--- config.mk ---
export PLATFORM = sky130hd
export DESIGN_NAME = dense_layer_controller_flat
export DESIGN_NICKNAME = d
export VERILOG_FILES = /design/src/rtl/dense_layer_controller_if.sv /design/src/rtl/dense_layer_controller.sv /design/src/flat_wrapper.sv
export SDC_FILE = /design/constraint.sdc
export NUM_CORES = 1
export LEC_CHECK = 0
export ABC_CLOCK_PERIOD_IN_PS = 2500
export BUFFER_PORTS_ARGS = -buffer_cell sky130_fd_sc_hd__buf_2
export CAP_MARGIN = 15
export CORE_MARGIN = 3
export CORE_UTILIZATION = 45
export DETAILED_ROUTE_END_ITERATION = 8
export PLACE_DENSITY = 0.7
export SETUP_SLACK_MARGIN = 0.05
export SYNTH_ARGS = -nofsm -noshare
export SYNTH_HDL_FRONTEND = slang
export SYNTH_SLANG_ARGS = --single-unit
--- constraint.sdc ---
create_clock -name clk -period 2.5 [get_ports clk]
set_input_delay 0.5 -clock clk [delete_from_list [all_inputs] [get_ports clk]]
set_output_delay 0.5 -clock clk [all_outputs]
set_load 0.01 [all_outputs]
--- src/rtl/dense_layer_controller_if.sv ---
// Bus bundle between the dense-layer sequencer and its datapath: the
// control handshake, the input-buffer/ROM addressing, the MAC control
// and result, and the write port into the layer output buffer.
interface dense_layer_controller_if;
  logic               start;
  logic               busy;
  logic               done;
  logic               error;
  logic [9:0]         in_addr;
  logic [3:0]         rom_bank;
  logic               mac_frame_start;
  logic               mac_ena;
  logic               mac_frame_end;
  logic               mac_valid;
  logic signed [15:0] mac_sum;
  logic               out_we;
  logic [3:0]         out_addr;
  logic signed [15:0] out_data;

  // Controller side.
  modport master (
    input  start, mac_valid, mac_sum,
    output busy, done, error, in_addr, rom_bank,
           mac_frame_start, mac_ena, mac_frame_end,
           out_we, out_addr, out_data
  );

  // Datapath / host side.
  modport slave (
    output start, mac_valid, mac_sum,
    input  busy, done, error, in_addr, rom_bank,
           mac_frame_start, mac_ena, mac_frame_end,
           out_we, out_addr, out_data
  );
endinterface

--- src/rtl/dense_layer_controller.sv ---
// Sequencer for one fully connected layer. For each neuron it clears the
// MAC, streams N_IN input-vector addresses with mac_ena, waits (bounded)
// for the MAC result, applies optional ReLU and writes one output word.
// A missing MAC result aborts the pass with a sticky error flag.
module dense_layer_controller #(
  parameter int N_IN       = 980,
  parameter int N_OUT      = 10,
  parameter int WAIT_LIMIT = 15,
  parameter int RELU_EN    = 1
) (
  input  logic                       clk,
  input  logic                       rst,
  dense_layer_controller_if.master   bus
);

  localparam int              CW        = $clog2(WAIT_LIMIT + 1);
  localparam logic [9:0]      LAST_ADDR = 10'(N_IN - 1);
  localparam logic [3:0]      LAST_IDX  = 4'(N_OUT - 1);
  localparam logic [CW-1:0]   LAST_WAIT = CW'(WAIT_LIMIT - 1);

  typedef enum logic [2:0] {IDLE, CLEAR, STREAM, WAIT, WRITE, NEXT} state_t;

  state_t          state_reg;
  logic [3:0]      idx_reg;
  logic [CW-1:0]   wait_cnt_reg;

  // The neuron index doubles as the weight ROM bank select.
  assign bus.rom_bank = idx_reg;
  assign bus.busy     = (state_reg != IDLE);

  // Layer sequencer: state, neuron index, wait counter and every registered output.
  always_ff @(posedge clk) begin
    if (rst) begin
      state_reg           <= IDLE;
      idx_reg             <= '0;
      wait_cnt_reg        <= '0;
      bus.done            <= 1'b0;
      bus.error           <= 1'b0;
      bus.in_addr         <= '0;
      bus.mac_frame_start <= 1'b0;
      bus.mac_ena         <= 1'b0;
      bus.mac_frame_end   <= 1'b0;
      bus.out_we          <= 1'b0;
      bus.out_addr        <= '0;
      bus.out_data        <= '0;
    end else begin
      // Pulse-type outputs default low; the state that needs one raises it.
      bus.done            <= 1'b0;
      bus.mac_frame_start <= 1'b0;
      bus.mac_frame_end   <= 1'b0;
      bus.out_we          <= 1'b0;
      case (state_reg)
        IDLE: begin
          if (bus.start) begin
            state_reg           <= CLEAR;
            idx_reg             <= '0;
            bus.error           <= 1'b0;
            bus.mac_frame_start <= 1'b1;
            bus.in_addr         <= '0;
          end
        end
        CLEAR: begin
          state_reg         <= STREAM;
          bus.mac_ena       <= 1'b1;
          bus.in_addr       <= '0;
          bus.mac_frame_end <= (LAST_ADDR == 10'd0);
        end
        STREAM: begin
          if (bus.in_addr == LAST_ADDR) begin
            state_reg    <= WAIT;
            bus.mac_ena  <= 1'b0;
            bus.in_addr  <= '0;
            wait_cnt_reg <= '0;
          end else begin
            bus.in_addr       <= bus.in_addr + 10'd1;
            bus.mac_frame_end <= ((bus.in_addr + 10'd1) == LAST_ADDR);
          end
        end
        WAIT: begin
          // A result in the final allowed cycle still wins over the timeout.
          if (bus.mac_valid) begin
            state_reg    <= WRITE;
            bus.out_we   <= 1'b1;
            bus.out_addr <= idx_reg;
            bus.out_data <= ((RELU_EN != 0) && bus.mac_sum[15]) ? 16'sd0 : bus.mac_sum;
          end else if (wait_cnt_reg == LAST_WAIT) begin
            state_reg <= IDLE;
            bus.error <= 1'b1;
            bus.done  <= 1'b1;
          end else begin
            wait_cnt_reg <= wait_cnt_reg + 1'b1;
          end
        end
        WRITE: begin
          state_reg <= NEXT;
        end
        NEXT: begin
          if (idx_reg == LAST_IDX) begin
            state_reg <= IDLE;
            bus.done  <= 1'b1;
          end else begin
            idx_reg             <= idx_reg + 4'd1;
            state_reg           <= CLEAR;
            bus.mac_frame_start <= 1'b1;
            bus.in_addr         <= '0;
          end
        end
        default: state_reg <= IDLE;
      endcase
    end
  end

endmodule

--- src/flat_wrapper.sv ---
// flat-port wrapper written by rule: the top's interface ports become plain ports
module dense_layer_controller_flat 
#(
  parameter int N_IN       = 980,
  parameter int N_OUT      = 10,
  parameter int WAIT_LIMIT = 15,
  parameter int RELU_EN    = 1
)
  (clk, rst, bus_start, bus_mac_valid, bus_mac_sum, bus_busy, bus_done, bus_error, bus_in_addr, bus_rom_bank, bus_mac_frame_start, bus_mac_ena, bus_mac_frame_end, bus_out_we, bus_out_addr, bus_out_data);
  dense_layer_controller_if bus_i ();
  input  logic clk;
  input  logic rst;
  input wire logic [$bits(bus_i.start)-1:0] bus_start;
  input wire logic [$bits(bus_i.mac_valid)-1:0] bus_mac_valid;
  input wire logic [$bits(bus_i.mac_sum)-1:0] bus_mac_sum;
  output wire logic [$bits(bus_i.busy)-1:0] bus_busy;
  output wire logic [$bits(bus_i.done)-1:0] bus_done;
  output wire logic [$bits(bus_i.error)-1:0] bus_error;
  output wire logic [$bits(bus_i.in_addr)-1:0] bus_in_addr;
  output wire logic [$bits(bus_i.rom_bank)-1:0] bus_rom_bank;
  output wire logic [$bits(bus_i.mac_frame_start)-1:0] bus_mac_frame_start;
  output wire logic [$bits(bus_i.mac_ena)-1:0] bus_mac_ena;
  output wire logic [$bits(bus_i.mac_frame_end)-1:0] bus_mac_frame_end;
  output wire logic [$bits(bus_i.out_we)-1:0] bus_out_we;
  output wire logic [$bits(bus_i.out_addr)-1:0] bus_out_addr;
  output wire logic [$bits(bus_i.out_data)-1:0] bus_out_data;
  assign bus_i.start = bus_start;
  assign bus_i.mac_valid = bus_mac_valid;
  assign bus_i.mac_sum = bus_mac_sum;
  assign bus_busy = bus_i.busy;
  assign bus_done = bus_i.done;
  assign bus_error = bus_i.error;
  assign bus_in_addr = bus_i.in_addr;
  assign bus_rom_bank = bus_i.rom_bank;
  assign bus_mac_frame_start = bus_i.mac_frame_start;
  assign bus_mac_ena = bus_i.mac_ena;
  assign bus_mac_frame_end = bus_i.mac_frame_end;
  assign bus_out_we = bus_i.out_we;
  assign bus_out_addr = bus_i.out_addr;
  assign bus_out_data = bus_i.out_data;
  dense_layer_controller #(.N_IN(N_IN), .N_OUT(N_OUT), .WAIT_LIMIT(WAIT_LIMIT), .RELU_EN(RELU_EN)) u_core (.clk(clk), .rst(rst), .bus(bus_i));
endmodule
* Word level (Yosys, flattened, before mapping)
Index checks and enable logic that the tools add are counted.
Storage, ports and cells: register bits after elaboration 47, word-level logic and storage cells 81
Cells by class: $add $sub $neg 3, equal/unequal tests 16, muxes and demuxes 32, bitwise gates (word level) 2, reduce and logical (&&, ||, !) cells 16
Operators by type and width (number):
- 10-bit case mux with 4 select lines | 1
- 10-bit 2-to-1 mux | 3
- 10-bit == test, second input constant | 2
- 4-bit 2-to-1 mux | 5
- 3-bit case mux with 6 select lines | 1
- 4-bit case mux with 2 select lines | 2
- 15-bit 2-to-1 mux | 1
- 3-bit 2-to-1 mux | 4
- 1-bit 2-to-1 mux | 11
- 10-bit by 1-bit adder with 10-bit output, second input constant | 1
- 3-bit AND reduction | 3
- 4-bit by 1-bit adder with 4-bit output, second input constant | 2
- 4-bit == test, second input constant | 2
- 2-bit inequality test, second input constant | 4
- 1-bit case mux with 2 select lines | 4
- 4-bit AND reduction | 2
- 2-bit nonzero test | 4
- 3-bit by 2-bit == test with 1-bit output, second input constant | 2
- 3-bit == test, second input constant | 2
- 2-bit by 1-bit inequality test with 1-bit output, second input constant | 2
- 2-bit AND reduction | 2
- 4-bit nonzero test | 1
- 3-bit by 1-bit == test with 1-bit output, second input constant | 1
- 3-bit zero test | 1
- other kinds (5) | 6

* Longest topological paths before layout
Gate-level depths: netlist of run 1.
word-level depth 4, mapped depth 6, depth with buffers taken out 6

* Worst setup path before layout of run 1
Ideal clock, no wire load.
path kind flip-flop to flip-flop, start register u_core.bus.in_addr[1], end register u_core.bus.in_addr[6], library setup time 120 ps, arrival 1817 ps, data required time 2380 ps, setup slack 564 ps, cell stages (with the launch flop) 6, buffers on the path 0, path through dfxtp_1 -> ha_1 -> or4b_4 -> o31a_1 -> and3_1 -> a211o_1
On the way: cells in the longest elaborated chain, start to end 3, elaborated cells between the ends (all ways) 4, those cells by class 1 x add/sub; 1 x eq/ne; 2 x mux
Ends and longest elaborated chain:
- start: declaration | RTL line dense_layer_controller_if.sv:23 | output busy, done, error, in_addr, rom_bank,
- start signal: assignment | RTL line dense_layer_controller.sv:75 | bus.in_addr <= bus.in_addr + 10'd1;
- 10-bit by 1-bit adder with 10-bit output / 10-bit == test (equally long branches) | RTL line dense_layer_controller.sv:75, dense_layer_controller.sv:69
- 10-bit 2-to-1 mux (*) | RTL line dense_layer_controller.sv:69 | if (bus.in_addr == LAST_ADDR) begin
- 10-bit case mux with 4 select lines (*) | RTL line dense_layer_controller.sv:52 | case (state_reg)
Mark *: on every way between the ends. The rest lies on a longest branch, timed or not. A chain may end at the register's enable or synchronous reset.

* Final worst setup path of run 1
start register u_core.bus.in_addr[1], end register u_core.bus.in_addr[5]
Same word-level chain as after synthesis.

==> results of run 1 <==
-- cell type report --
class                      count  area [um2]
sequential                    46       920.9
multi-input combinational    174        1151
inverter                      10       37.54
clock inverter                 3       25.02
fill                         474        2158
timing repair buffer          65       340.3
tap                           67       83.83
clock buffer                   5       68.82
-- per-layer routing --
metal  wire length, um  part of all wire  vias to the layer above  global-route usage
li1                  -                 -                     1027                   -
met2              2351              0.46                       46              0.2840
met5                 0                 0                        -                   0
met1              2470              0.48                      946              0.2414
met3               245             0.048                        4             0.04343
met4                57             0.011                        0             0.05435
-- how the worst max path moves through the flow --
stage | startpoint | to
after floorplan | u_core.bus.in_addr[1] | u_core.bus.in_addr[6]
after global placement | u_core.bus.in_addr[0] | u_core.bus.in_addr[7]
after detailed placement | u_core.state_reg[2] | u_core.bus.out_data[0]
after CTS | u_core.state_reg[2] | u_core.bus.out_data[0]
after global routing | u_core.bus.in_addr[0] | u_core.bus.in_addr[5]
final | u_core.bus.in_addr[1] | u_core.bus.in_addr[5]
-- cell usage after synthesis (all sizes together), types with 3 or more instances --
cell / n
nor2: 22
and3b: 3
clkbuf: 6
nor3: 10
dfxtp: 46
buf: 12
and3: 4
nand2b: 4
nand2: 15
o21ai: 8
nand4: 3
ha: 6
a22o: 16
a31oi: 4
a211o: 3
and4: 3
a311oi: 6
inv: 10
a21oi: 14
xnor2: 3
nand3: 9
-- worst register-to-register path, cell delays in order (launching register included) --
cell	delay, ps
sky130_fd_sc_hd__dfxtp_1	480
sky130_fd_sc_hd__ha_1	220
sky130_fd_sc_hd__or4b_4	490
sky130_fd_sc_hd__o31a_1	330
sky130_fd_sc_hd__and3_1	190
sky130_fd_sc_hd__a211o_1	260
-- report_power, final --
group | internal [W] | switching (W) | total [W]
registers | 0.000751 | 0.0000313 | 0.000782
logic | 0.0000741 | 0.000109 | 0.000183
clock network | 0.000202 | 0.000268 | 0.000470
total | 0.00103 | 0.000408 | 0.00144
-- cells by family after synthesis --
family                     after synthesis
buffers and inverters                   28
DFF                                     46
AOI/OAI and AO/OA                       73
xor gates and xnor gates                 3
other                                    1
adders and majority gates                6
and+or+nand+nor                         91
-- stage by stage --
stage	area (um2)	hold slack [ps]	util	total power [W]	cells
finish	2628	400.6	0.5490	0.001435	370
global route	2628	385.0	0.5490	0.001510	370
CTS	2620	391.1	0.5475	0.001452	369
detailed placement	2526	447.1	0.5278	0.0009791	361
global placement	2526	445.9	0.5278	0.0009787	361
floorplan	2252	439.5	-	0.0009214	248
==> results, run 1 <==
- The area fraction of the dominant cell type after synthesis is 0.4089.
- After clock tree synthesis, the clock-pin slew on the worst setup and hold paths is 100 ps.
- The average routed wire per standard cell is 13.85 um.
- The floorplan step set the die height to roughly 77 um.
- The library cell used most frequently in the layout, excluding fill and tap cells, is sky130_fd_sc_hd__buf_2.
- Entering global routing, the biggest net connects 17 pins.
- In this run, distinct cell masters in the synthesized netlist total 60.
- The remaining max-slew budget at the tightest pin is 0.5849.
- The number of enable flip-flop cells after synthesis is 0.
- The worst path setup slack after routing is around 430 ps.
- The H-tree depth reported by CTS is 2.
- Of the available clock period, the critical path in the final layout requires 0.8279.
- The largest family of logic cells by synthesized area is compound AO/OA/AOI/OAI gates.
- The mux contribution to synthesized area is 0.
- The detail route stage leaves a number of antenna-violating nets equal to 0.
- The clock passes through at most 2 buffers.
- The timing-limited maximum frequency is 0.4831 GHz.
- The endpoint kind of the worst setup timing path is a flip-flop.
- The arithmetic-cell share of the synthesized area counting full adders, half adders and majority gates is 0.03333.
- The total negative slack for setup checks is 0 ps.
- The worst clock skew is between 7 and 8 ps.
- The worst setup path is launched from a flip-flop.
- The number of gates resized after CTS was 0.
- The die covers 5890 um2.
- The category of the most critical setup path is flip-flop to flip-flop.
- Input and output buffers added on the ports amount to between 50 and 60.
- The area of the core is approximately 4800 um2.
- The pre-CTS setup slack is 427.6 ps.
- Counting flops and latches in the post-synthesis netlist gives 46.
- The tightest min-delay check is of the input pin to flip-flop type.
- The HPWL after detailed placement is between 3000 and 4000 um.
- The CTS tree is yes.
- The wire length of the first global-routing pass is 8797 um.
- The XOR/XNOR share of the synthesized area is 0.01167.
- After floorplanning, the core was divided into 25 placement rows.
- The DRC violation total after the first TritonRoute iteration is roughly 130.
- The proportion of synthesized chip area in sequential cells is 0.4089.
- The via count is between 2000 and 2500.
- The number of sinks on the clock net is 46.
- At the worst endpoint, the arrival time is 2260 ps.
- Buffers inserted during clock tree synthesis total 5.
- The logic depth of the worst path, buffers included is 5.
- The simple-gate area share of the yosys netlist is 0.2250.
- Along the worst hold path, the cell count comes to 2.
- The register with the most flip-flops in the layout has 15 of them.
- Setup repair after global routing left no endpoint under its margin.
- The critical path's slowest cell is sky130_fd_sc_hd__or4b_4.
- Using the TritonRoute via totals, the vias-per-cell ratio works out to approximately 5.5.
- The initial core utilization is 0.4706.
- Setup violations remaining at the end of the flow were counted as 0.
- The synthesized design spends more area on one cell type than any other, namely sky130_fd_sc_hd__dfxtp_1.
- In the layout the commonest cells are 59 x sky130_fd_sc_hd__buf_2, 46 x sky130_fd_sc_hd__dfxtp_1, 22 x sky130_fd_sc_hd__nor2_1.
- The post-synthesis compound-gate area fraction is 0.2394.
- The die width is ~77 um.
- The most flop-heavy register is u_core.bus.out_data.
- The proportion of layout cells with a drive suffix above 1 is 0.2706.
- Synthesis produced a netlist with a net count of approximately 270.
- The final wirelength is around 5000 um.
- Buffers inserted to repair hold after CTS numbered 0.
- The number of nets in the final layout is about 330.
- Before antenna repair, the detailed router went through 5 iterations.
- The buffers plus inverters on the worst setup path is 0.
- The analysis attributes to cell leakage a power of 1.142 nW.
- Yosys attributes the largest share of cell area to sky130_fd_sc_hd__dfxtp_1 41%, sky130_fd_sc_hd__a22o_1 5.8%, sky130_fd_sc_hd__nor2_1 3.7%.
- The initial antenna violation count was 0.
- The average instance in the mapped netlist occupies between 9 and 10 um2.
- The count of antenna diodes in the layout is 0.
- For the pin with the worst max-slew slack, the measured transition is just over 600 ps.
- The via count of the first global-routing pass is between 1500 and 2000.
- In the global route stage, overall resource usage came out at 0.1794.
- The total standard cell area after synthesis is 2252 um2.
- The proportion of synthesized flip-flops having asynchronous set or reset is 0.
- In this run the most critical hold path is launched from bus_mac_sum[9].
- Dividing total power by cell area gives a power density of 546.2 nW/um2.
- The number of warnings printed during yosys synthesis is 0.
- The peak fanout along the critical path is 8.
- Subtracting the final worst setup slack from the clock period gives around 2100 ps.
- Compared with the post-synthesis result, the final layout area differs by 16.67%.
- The number of setup buffers added after CTS is 0.
- The cell at the root of the clock tree is sky130_fd_sc_hd__clkbuf_8.
- The congestion estimate from routability-driven global placement came to just over 0.8.
- The worst register-to-register path ends at u_core.bus.in_addr[5].
- The number of endpoints with negative hold slack in the final report came to 0.
- Counting cells, the worst reg-to-reg path comes to 5.
- In this run the critical register-to-register path is launched from u_core.bus.in_addr[1].
- The worst reg-to-reg setup slack is 430 ps.
- The largest single stage delay on the critical path is roughly 500 ps.
- The clock latency reported for the late side of the worst-skew pair is 300 ps.
- The critical path required time is about 2700 ps.
- Counting every instance in the synthesized netlist gives approximately 250.
- The run finished with clean final reports.
- For this run, design rule violations remaining after detail routing come to 0.
- The worst-case IR drop observed on VDD is approximately 300 uV.
- The tool flagged a number of max-cap violations equal to 0.
- The largest registers in the layout are u_core.bus.out_data: 15 flops, u_core.bus.in_addr: 10 flops.
- The number of top-level pins is 61.
- The leftover overflow at the end of global routing is 0.
- The worst hold path terminates at u_core.bus.out_data[9].
- The family of cells with the greatest summed delay on the critical path is simple AND/OR/NAND/NOR gates.
- For this run, the leading register cell type out of synthesis is sky130_fd_sc_hd__dfxtp_1.
- The critical path goes through ha_1, or4b_4, o31a_1, and3_1, a211o_1.
- The number of max-slew violations in the final report was 0.
No activity file was read; power rests on OpenSTA's default activity.
==> run 2, diff against run 1 <==
- ABC_CLOCK_PERIOD_IN_PS: 2500 -> 1800
- PLACE_DENSITY: 0.7 -> 0.73
- clock period: 2.5 -> 1.8 ns (I/O delays scaled with it)
==> results, run 2 (synthesis results as in run 1) <==
- The category of the most critical setup path is flip-flop to flip-flop (unchanged).
- The worst reg-to-reg setup slack is -6 ps (was 430 ps).
- The number of design rule violations left after detail routing is 0 (unchanged).
- The endpoint kind of the worst setup timing path is a flip-flop (unchanged).
- The number of nets still failing antenna checks after routing is 0 (unchanged).
- The delay of the slowest cell on the worst path came to 470 ps (was 490 ps).
- The number of endpoints failing setup at the final stage came to 1 (was 0).
- Cells along the critical path: ha_4, or4b_4, o31a_1, and3_1, a211o_1 (was ha_1, or4b_4, o31a_1, and3_1, a211o_1).
- The initial antenna violation count is 0 (unchanged).
- The cell at the root of the clock tree is sky130_fd_sc_hd__clkbuf_8 (unchanged).
- The static power due to leakage is 1.269 nW (was 1.142 nW).
- RSZ-0062 raised after global routing: true (was false).
- The critical register-to-register path startpoint was u_core.bus.in_addr[0] (was u_core.bus.in_addr[1]).
- The timing-limited maximum frequency is 0.5538 GHz (was 0.4831 GHz).
- The power density over cell area is 710.9 nW/um2 (was 546.2 nW/um2).
- The proportion of layout cells with a drive suffix above 1 was 0.3712 (was 0.2706).
- The filler-free cell count of the finished design is 393 (was 370).
- Result of the run: finished with violations (was complete, no violations).
- The peak fanout along the critical path is 4 (was 8).
- The critical path's slowest cell is sky130_fd_sc_hd__or4b_4 (unchanged).
- The critical path required time is 1980 ps (was 2690 ps).
- The H-tree depth reported by CTS came to 2 (unchanged).
- The die width is 76.75 um (unchanged).
- The via count of the first global-routing pass is 2061 (was 1851).
- The endpoint of the most critical setup path is u_core.bus.in_addr[7] (was u_core.bus.in_addr[5]).
- The clock latency reported for the late side of the worst-skew pair was 300 ps (about the same).
- The number of sinks on the clock net is 46 (unchanged).
- The checks that failed: negative setup slack.
- The number of max-cap violations was 0 (unchanged).
- The area enclosed by the die boundary came to 5890 um2 (unchanged).
- The area growth from synthesis to final layout is 27.67% (was 16.67%).
- The type of origin of the critical path was a flip-flop (unchanged).
- The count of antenna diodes in the layout is 0 (unchanged).
- The vertical die dimension is 76.75 um (unchanged).
- The most flop-heavy register was u_core.bus.out_data (unchanged).
- The capture point of the worst reg-to-reg path is u_core.bus.in_addr[7] (was u_core.bus.in_addr[5]).
- Top library cells by usage in the layout, fill and taps aside: 59 x sky130_fd_sc_hd__buf_2, 39 x sky130_fd_sc_hd__dfxtp_1, 28 x sky130_fd_sc_hd__buf_4 (was 59 x sky130_fd_sc_hd__buf_2, 46 x sky130_fd_sc_hd__dfxtp_1, 22 x sky130_fd_sc_hd__nor2_1).
- The clock slew seen by the registers of the worst setup and hold paths is 90 ps (was 100 ps).
- The pin count of the biggest net entering global routing is 26 (was 17).
- The number of nets in the final layout was 351 (was 328).
- The maximum ir drop on the vdd rail is 459.2 uV (was 302.9 uV).
- The DRC violation total after the first TritonRoute iteration was 132 (unchanged).
- The number of max-slew violations in the final report is 0 (unchanged).
- The standard-cell row count is 25 (unchanged).
- The overall routing resource usage came to 0.1871 (was 0.1794).
- The number of cells on the worst reg-to-reg path is 5 (unchanged).
- The number of vias per cell after detailed routing is 5.417 (was 5.468).
- The number of endpoints with negative hold slack in the final report is 0 (unchanged).
- The worst path setup slack after routing is -5.810 ps (was 430.2 ps).
- The worst clock skew came to 8.076 ps (was 7.597 ps).
- The number of instances in the placed design came to 383 (was 361).
- Top Registers: u_core.bus.out_data: 15 flops, u_core.bus.in_addr: 10 flops (unchanged).
- The final RePlAce weighted congestion is 0.8306 (was 0.8065).
- The number of top-level pins is 61 (unchanged).
- The number of flip-flops under the largest register name was 15 (unchanged).
- The initial core utilization is 0.4706 (unchanged).
- The minimum clock period is 1806 ps (was 2070 ps).
- The HPWL after detailed placement was 3900 um (was 3687 um).
- The via count was 2129 (was 2023).
- The number of buffers created by CTS is 5 (unchanged).
- The final wirelength is 5409 um (was 5124 um).
- The worst setup path startpoint is u_core.bus.in_addr[0] (was u_core.bus.in_addr[1]).
- The maximum buffer depth of the clock tree was 2 (unchanged).
- The type of the tightest min-delay check is input pin to flip-flop (unchanged).
- The average routed wire per standard cell is 13.76 um (was 13.85 um).
- The most frequent standard cell in the layout excluding fill and tap cells is sky130_fd_sc_hd__buf_2 (unchanged).
- The total iterations of the first detailed-routing run is 4 (was 5).
- The ratio of final minimum period to clock period is 1.003 (was 0.8279).
- The core utilization of the finished layout was 0.6008 (was 0.5490).
- The count of buffers from port buffering is 59 (unchanged).
- The data arrival time of the critical path is 1990 ps (was 2260 ps).
- The CTS tree is yes (unchanged).
- The wire length of the first global-routing pass is 9190 um (was 8797 um).
- The leftover overflow at the end of global routing is 0 (unchanged).
- The area of the core was 4786 um2 (unchanged).
## run 2: cell count changes in the layout (fill, tap and decap cells not counted), moves of 2 or more
cell / delta
sky130_fd_sc_hd__dfxtp_4: +2
sky130_fd_sc_hd__ha_4: +2
sky130_fd_sc_hd__dfxtp_2: +5
sky130_fd_sc_hd__buf_4: +22
sky130_fd_sc_hd__ha_1: -2
sky130_fd_sc_hd__dfxtp_1: -7
## run 2: area by class of cell
cell class	count	area, um2
Multi-Input combinational cell	174	1210
Timing Repair Buffer	88	516.7
Clock inverter	3	23.77
Clock buffer	5	68.82
Inverter	10	37.54
Fill cell	446	1911
Sequential cell	46	934.6
Tap cell	67	83.83
## run 2: layer usage
layer  global-route usage  vias to the layer above  part of all wire
met4              0.04348                        0             0.012
met3              0.04460                        7             0.061
met5                    0                        -                 0
li1                     -                     1072                 -
met1               0.2560                      986              0.48
met2               0.2979                       64              0.44
## run 2: where the power goes
part	internal [W]	leakage (nW)	switching, W
clock	0.000278	0.0408	0.000356
sequential	0.00104	0.375	0.0000263
combinational	0.000152	0.853	0.000188
total	0.00147	1.27	0.000570
## run 2: worst min path at each step
stage	slack, ps	to	from	depth (start not counted)
2_1_floorplan	440	u_core.wait_cnt_reg[3]	u_core.wait_cnt_reg[3]	1
4_1_cts	260	u_core.bus.out_data[4]	bus_mac_sum[4]	2
6_report	270	u_core.bus.out_data[4]	bus_mac_sum[4]	2
3_3_place_gp	450	u_core.bus.out_addr[2]	u_core.bus.out_addr[2]	2
3_5_place_dp	450	u_core.bus.out_addr[2]	u_core.bus.out_addr[2]	2
5_1_grt	260	u_core.bus.out_data[4]	bus_mac_sum[4]	2
## run 2: what timing repair did
item / 4_1_cts / 5_1_grt
hold buffers: 0 / 0
buffers inserted: 0 / 2
pin swaps: 2 / 7
gates resized for setup: 0 / 15
endpoints found under the setup margin: 3 / 12
cloned: 0 / 0
## run 2: worst max-delay path: cells and delay by family (launching register included)
family / cells / cell delay (ps)
simple gates: 2 / 650
compound gates: 2 / 560
flops: 1 / 370
fa+ha+maj: 1 / 120
## run 2: metrics by stage
stage / area, um2 / total power [W] / worst slack (ps) / setup TNS [ps] / hold slack, ps
after floorplan: 2273 / 0.001282 / 5.218 / 0 / 439.5
after global routing: 2875 / 0.002156 / -58.84 / -68.61 / 263.3
after CTS: 2805 / 0.002053 / -9.537 / -9.537 / 262.5
after detailed placement: 2713 / 0.001414 / 16.13 / 0 / 451.8
final: 2875 / 0.002044 / -5.810 / -5.810 / 267.3
after global placement: 2713 / 0.001409 / 48.29 / 0 / 445.8
==> run 3, diff against run 2 <==
- ABC_AREA: not set -> 1
- HOLD_SLACK_MARGIN: not set -> 0.15
==> results, run 3 <==
- The vertical die dimension is 77.41 um (was 76.75 um).
- The synthesized instance count came to 322 (was 248).
- The HPWL after detailed placement is 3895 um (was 3900 um).
- The post-synthesis average cell area is 7.126 um2 (was 9.081 um2).
- The highest-utilization routing layer at the global route stage is met2 (unchanged).
- The total standard cell area after synthesis was 2295 um2 (was 2252 um2).
- The logic gate share of total power is 0.276 (was 0.166).
- The type of the tightest min-delay check was input pin to flip-flop (unchanged).
- The number of endpoints failing setup at the final stage is 0 (was 1).
- The DRC violation total after the first TritonRoute iteration is 127 (was 132).
- The number of enable flip-flop cells after synthesis is 0 (unchanged).
- The distinct cell type count of the synthesized netlist came to 32 (was 60).
- The internal power of the cells is 0.001785 W (was 0.001474 W).
- The critical path required time is 1440 ps (was 1980 ps).
- The most flop-heavy register was u_core.bus.out_data (unchanged).
- The sequential group share of total power is 0.429 (was 0.524).
- The area of the core is 4817 um2 (was 4786 um2).
- The area growth from synthesis to final layout is 19.85% (was 27.67%).
- Top post-synthesis cells by count: 85 x sky130_fd_sc_hd__nand2_1, 46 x sky130_fd_sc_hd__dfxtp_1, 40 x sky130_fd_sc_hd__nand3_1 (was 46 x sky130_fd_sc_hd__dfxtp_1, 22 x sky130_fd_sc_hd__nor2_1, 15 x sky130_fd_sc_hd__a22o_1, 15 x sky130_fd_sc_hd__nand2_1, 14 x sky130_fd_sc_hd__a21oi_1).
- The net switching power is 0.0009772 W (was 0.0005704 W).
- The number of nets still failing antenna checks after routing is 0 (unchanged).
- Top library cells by usage in the layout, fill and taps aside: 85 x sky130_fd_sc_hd__nand2_1, 59 x sky130_fd_sc_hd__buf_2, 46 x sky130_fd_sc_hd__dfxtp_1 (was 59 x sky130_fd_sc_hd__buf_2, 39 x sky130_fd_sc_hd__dfxtp_1, 28 x sky130_fd_sc_hd__buf_4).
- The number of buffers created by CTS came to 5 (unchanged).
- Top post-synthesis cells by area: sky130_fd_sc_hd__dfxtp_1 40%, sky130_fd_sc_hd__nand2_1 14%, sky130_fd_sc_hd__nand3_1 8.7% (was sky130_fd_sc_hd__dfxtp_1 41%, sky130_fd_sc_hd__a22o_1 5.8%, sky130_fd_sc_hd__nor2_1 3.7%).
- The family of cells with the greatest summed delay on the critical path is flip-flops (was simple AND/OR/NAND/NOR gates).
- The met3 layer usage reported by global route was 0.03480 (was 0.04460).
- The most frequent cell after synthesis is sky130_fd_sc_hd__nand2_1 (was sky130_fd_sc_hd__dfxtp_1).
- The final RePlAce weighted congestion is 0.8174 (was 0.8306).
- The clock latency reported for the late side of the worst-skew pair came to 320 ps (was 300 ps).
- The leftover overflow at the end of global routing is 0 (unchanged).
- The flip-flop and latch count after synthesis was 46 (unchanged).
- The global routing usage on met2 came to 0.2979 (about the same).
- The number of max-slew violations in the final report is 0 (unchanged).
- The number of hold buffers added after cts is 0 (unchanged).
- The number of max-cap violations is 0 (unchanged).
- The wire length of the first global-routing pass is 8983 um (was 9190 um).
- The data arrival time of the critical path is 1250 ps (was 1990 ps).
- The total design power is 0.002762 W (was 0.002044 W).
- The worst clock skew is 8.519 ps (was 8.076 ps).
- The timing-limited maximum frequency was 0.6230 GHz (was 0.5538 GHz).
- The static power due to leakage was 1.329 nW (was 1.269 nW).
- The via count of the first global-routing pass is 2006 (was 2061).
- The number of vias per cell after detailed routing is 4.906 (was 5.417).
- The buffers plus inverters on the worst setup path is 3 (was 0).
- The number of nets in the final layout was 407 (was 351).
- The maximum ir drop on the vdd rail is 611.9 uV (was 459.2 uV).
- The number of warnings printed during yosys synthesis came to 0 (unchanged).
- The number of setup buffers added after CTS is 0 (unchanged).
- The overall routing resource usage is 0.1849 (was 0.1871).
- The number of sinks on the clock net is 46 (unchanged).
- The category of the most critical setup path is flip-flop to primary output (was flip-flop to flip-flop).
- Cells along the critical path: inv_1, nand2_1, inv_1, nand2_1, buf_2 (was ha_4, or4b_4, o31a_1, and3_1, a211o_1).
- The via count is 2203 (was 2129).
- The area enclosed by the die boundary is 5992 um2 (was 5890 um2).
- The endpoint kind of the worst setup timing path is a primary output (was flip-flop).
- The H-tree depth reported by CTS is 2 (unchanged).
- The initial core utilization is 0.4764 (was 0.4706).
- Top Registers: u_core.bus.out_data: 15 flops, u_core.bus.in_addr: 10 flops (unchanged).
- The initial antenna violation count is 0 (unchanged).
- The average routed wire per standard cell is 11.78 um (was 13.76 um).
- The proportion of synthesized chip area in sequential cells is 0.4013 (was 0.4089).
- The cell at the root of the clock tree is sky130_fd_sc_hd__clkbuf_8 (unchanged).
- The count of antenna diodes in the layout is 0 (unchanged).
- The power density over cell area came to 1004 nW/um2 (was 710.9 nW/um2).
- RSZ-0062 raised after global routing: false (was true).
- The switching fraction of total power is 0.3538 (was 0.2790).
- The number of gates resized after CTS came to 0 (unchanged).
- The met1 global-route usage is 0.2394 (was 0.2560).
- The minimum clock period came to 1605 ps (was 1806 ps).
- The delay of the slowest cell on the worst path is 460 ps (was 470 ps).
- The area fraction of the dominant cell type after synthesis is 0.4013 (was 0.4089).
- The ratio of final minimum period to clock period was 0.8917 (was 1.003).
- The clock slew seen by the registers of the worst setup and hold paths came to 100 ps (was 90 ps).
- The final wirelength is 5287 um (was 5409 um).
- The total iterations of the first detailed-routing run was 4 (unchanged).
- The pin count of the biggest net entering global routing was 28 (was 26).
- The die width is 77.41 um (was 76.75 um).
- The proportion of synthesized flip-flops having asynchronous set or reset is 0 (unchanged).
- The type of origin of the critical path is a flip-flop (unchanged).
- The critical path's slowest cell is sky130_fd_sc_hd__dfxtp_1 (was sky130_fd_sc_hd__or4b_4).
- The fraction of power consumed by the clock network is 0.295 (was 0.310).
- The maximum buffer depth of the clock tree came to 2 (unchanged).
- The final-layout fill cell count is 494 (was 446).
- The number of top-level pins is 61 (unchanged).
- The CTS tree is yes (unchanged).
- The most instantiated flip-flop cell in the synthesis netlist is sky130_fd_sc_hd__dfxtp_1 (unchanged).
- The most frequent standard cell in the layout excluding fill and tap cells was sky130_fd_sc_hd__nand2_1 (was sky130_fd_sc_hd__buf_2).
- The proportion of layout cells with a drive suffix above 1 was 0.2408 (was 0.3712).
- The post-synth net total came to 348 (was 274).
- The peak fanout along the critical path is 7 (was 4).
- The count of buffers from port buffering is 59 (unchanged).
- The number of endpoints with negative hold slack in the final report is 0 (unchanged).
- Result of the run: complete, no violations (was finished with violations).
- The number of design rule violations left after detail routing was 0 (unchanged).
- The number of flip-flops under the largest register name was 15 (unchanged).
- The total negative slack for setup checks is 0 ps (was -5.810 ps).
- The standard-cell row count is 25 (unchanged).
- The leading area contributor after synthesis is sky130_fd_sc_hd__dfxtp_1 (unchanged).
run 3: final timing paths:
| path | startpoint | to | slack, ps | cells after the start |
|---|---|---|---|---|
| setup / recovery | u_core.state_reg[0] | bus_busy | 190 | 5 |
| hold / removal | bus_mac_sum[8] | u_core.bus.out_data[8] | 300 | 3 |
| setup reg to reg | u_core.bus.in_addr[1] | u_core.bus.mac_frame_end | 260 | 9 |
| hold reg to reg | u_core.bus.error | u_core.bus.error | 490 | 2 |
run 3: stage by stage:
stage | area (um2) | util | instances | setup slack [ps] | hold WS [ps]
2_1_floorplan | 2295 | - | 322 | 362.8 | 484.2
3_3_place_gp | 2633 | 0.5465 | 441 | 349.4 | 453.0
3_5_place_dp | 2633 | 0.5465 | 441 | 282.9 | 466.0
4_1_cts | 2750 | 0.5709 | 449 | 188.7 | 292.5
5_1_grt | 2750 | 0.5709 | 449 | 53.97 | 287.9
6_report | 2750 | 0.5709 | 449 | 194.9 | 295.5
run 3: kinds of logic after synthesis:
group,after synthesis,share of synthesized area
AND/OR/NAND/NOR,172,0.3490
buffers and inverters,46,0.08615
flip-flops,46,0.4013
AO/OA/AOI/OAI,51,0.1292
adder cells (fa/ha/maj),6,0.03271
other,1,0.001634
run 3: final cells by class:
class | instances | area (um2) | area share
timing repair buffer | 61 | 310.3 | 0.1128
inverter | 37 | 141.4 | 0.05141
sequential | 46 | 920.9 | 0.3348
clock buffer | 5 | 68.82 | 0.02502
tap | 67 | 83.83 | 0.03048
multi-input combinational | 230 | 1176 | 0.4277
clock inverter | 3 | 48.80 | 0.01774
run 3: per-layer routing:
metal / vias up / wire length, um
met5: - / 0
met2: 46 / 2471
met3: 7 / 230
met4: 0 / 97
li1: 1156 / -
met1: 994 / 2487
run 3: power by group through the flow:
| stage | Sequential (W) | Combinational [W] | Clock [W] |
|---|---|---|---|
| 2_1_floorplan | 0.00122 | 0.000536 | 0 |
| 3_3_place_gp | 0.00121 | 0.000756 | 0 |
| 3_5_place_dp | 0.00121 | 0.000768 | 0 |
| 4_1_cts | 0.00118 | 0.000771 | 0.000834 |
| 5_1_grt | 0.00120 | 0.000868 | 0.000880 |
| 6_report | 0.00118 | 0.000763 | 0.000814 |
run 3: worst min-delay path, delay by kind of cell:
kind                   cells  cell delay [ps]
buffers and inverters      1               90
and+or+nand+nor            1               70
AOI/OAI and AO/OA          1               50
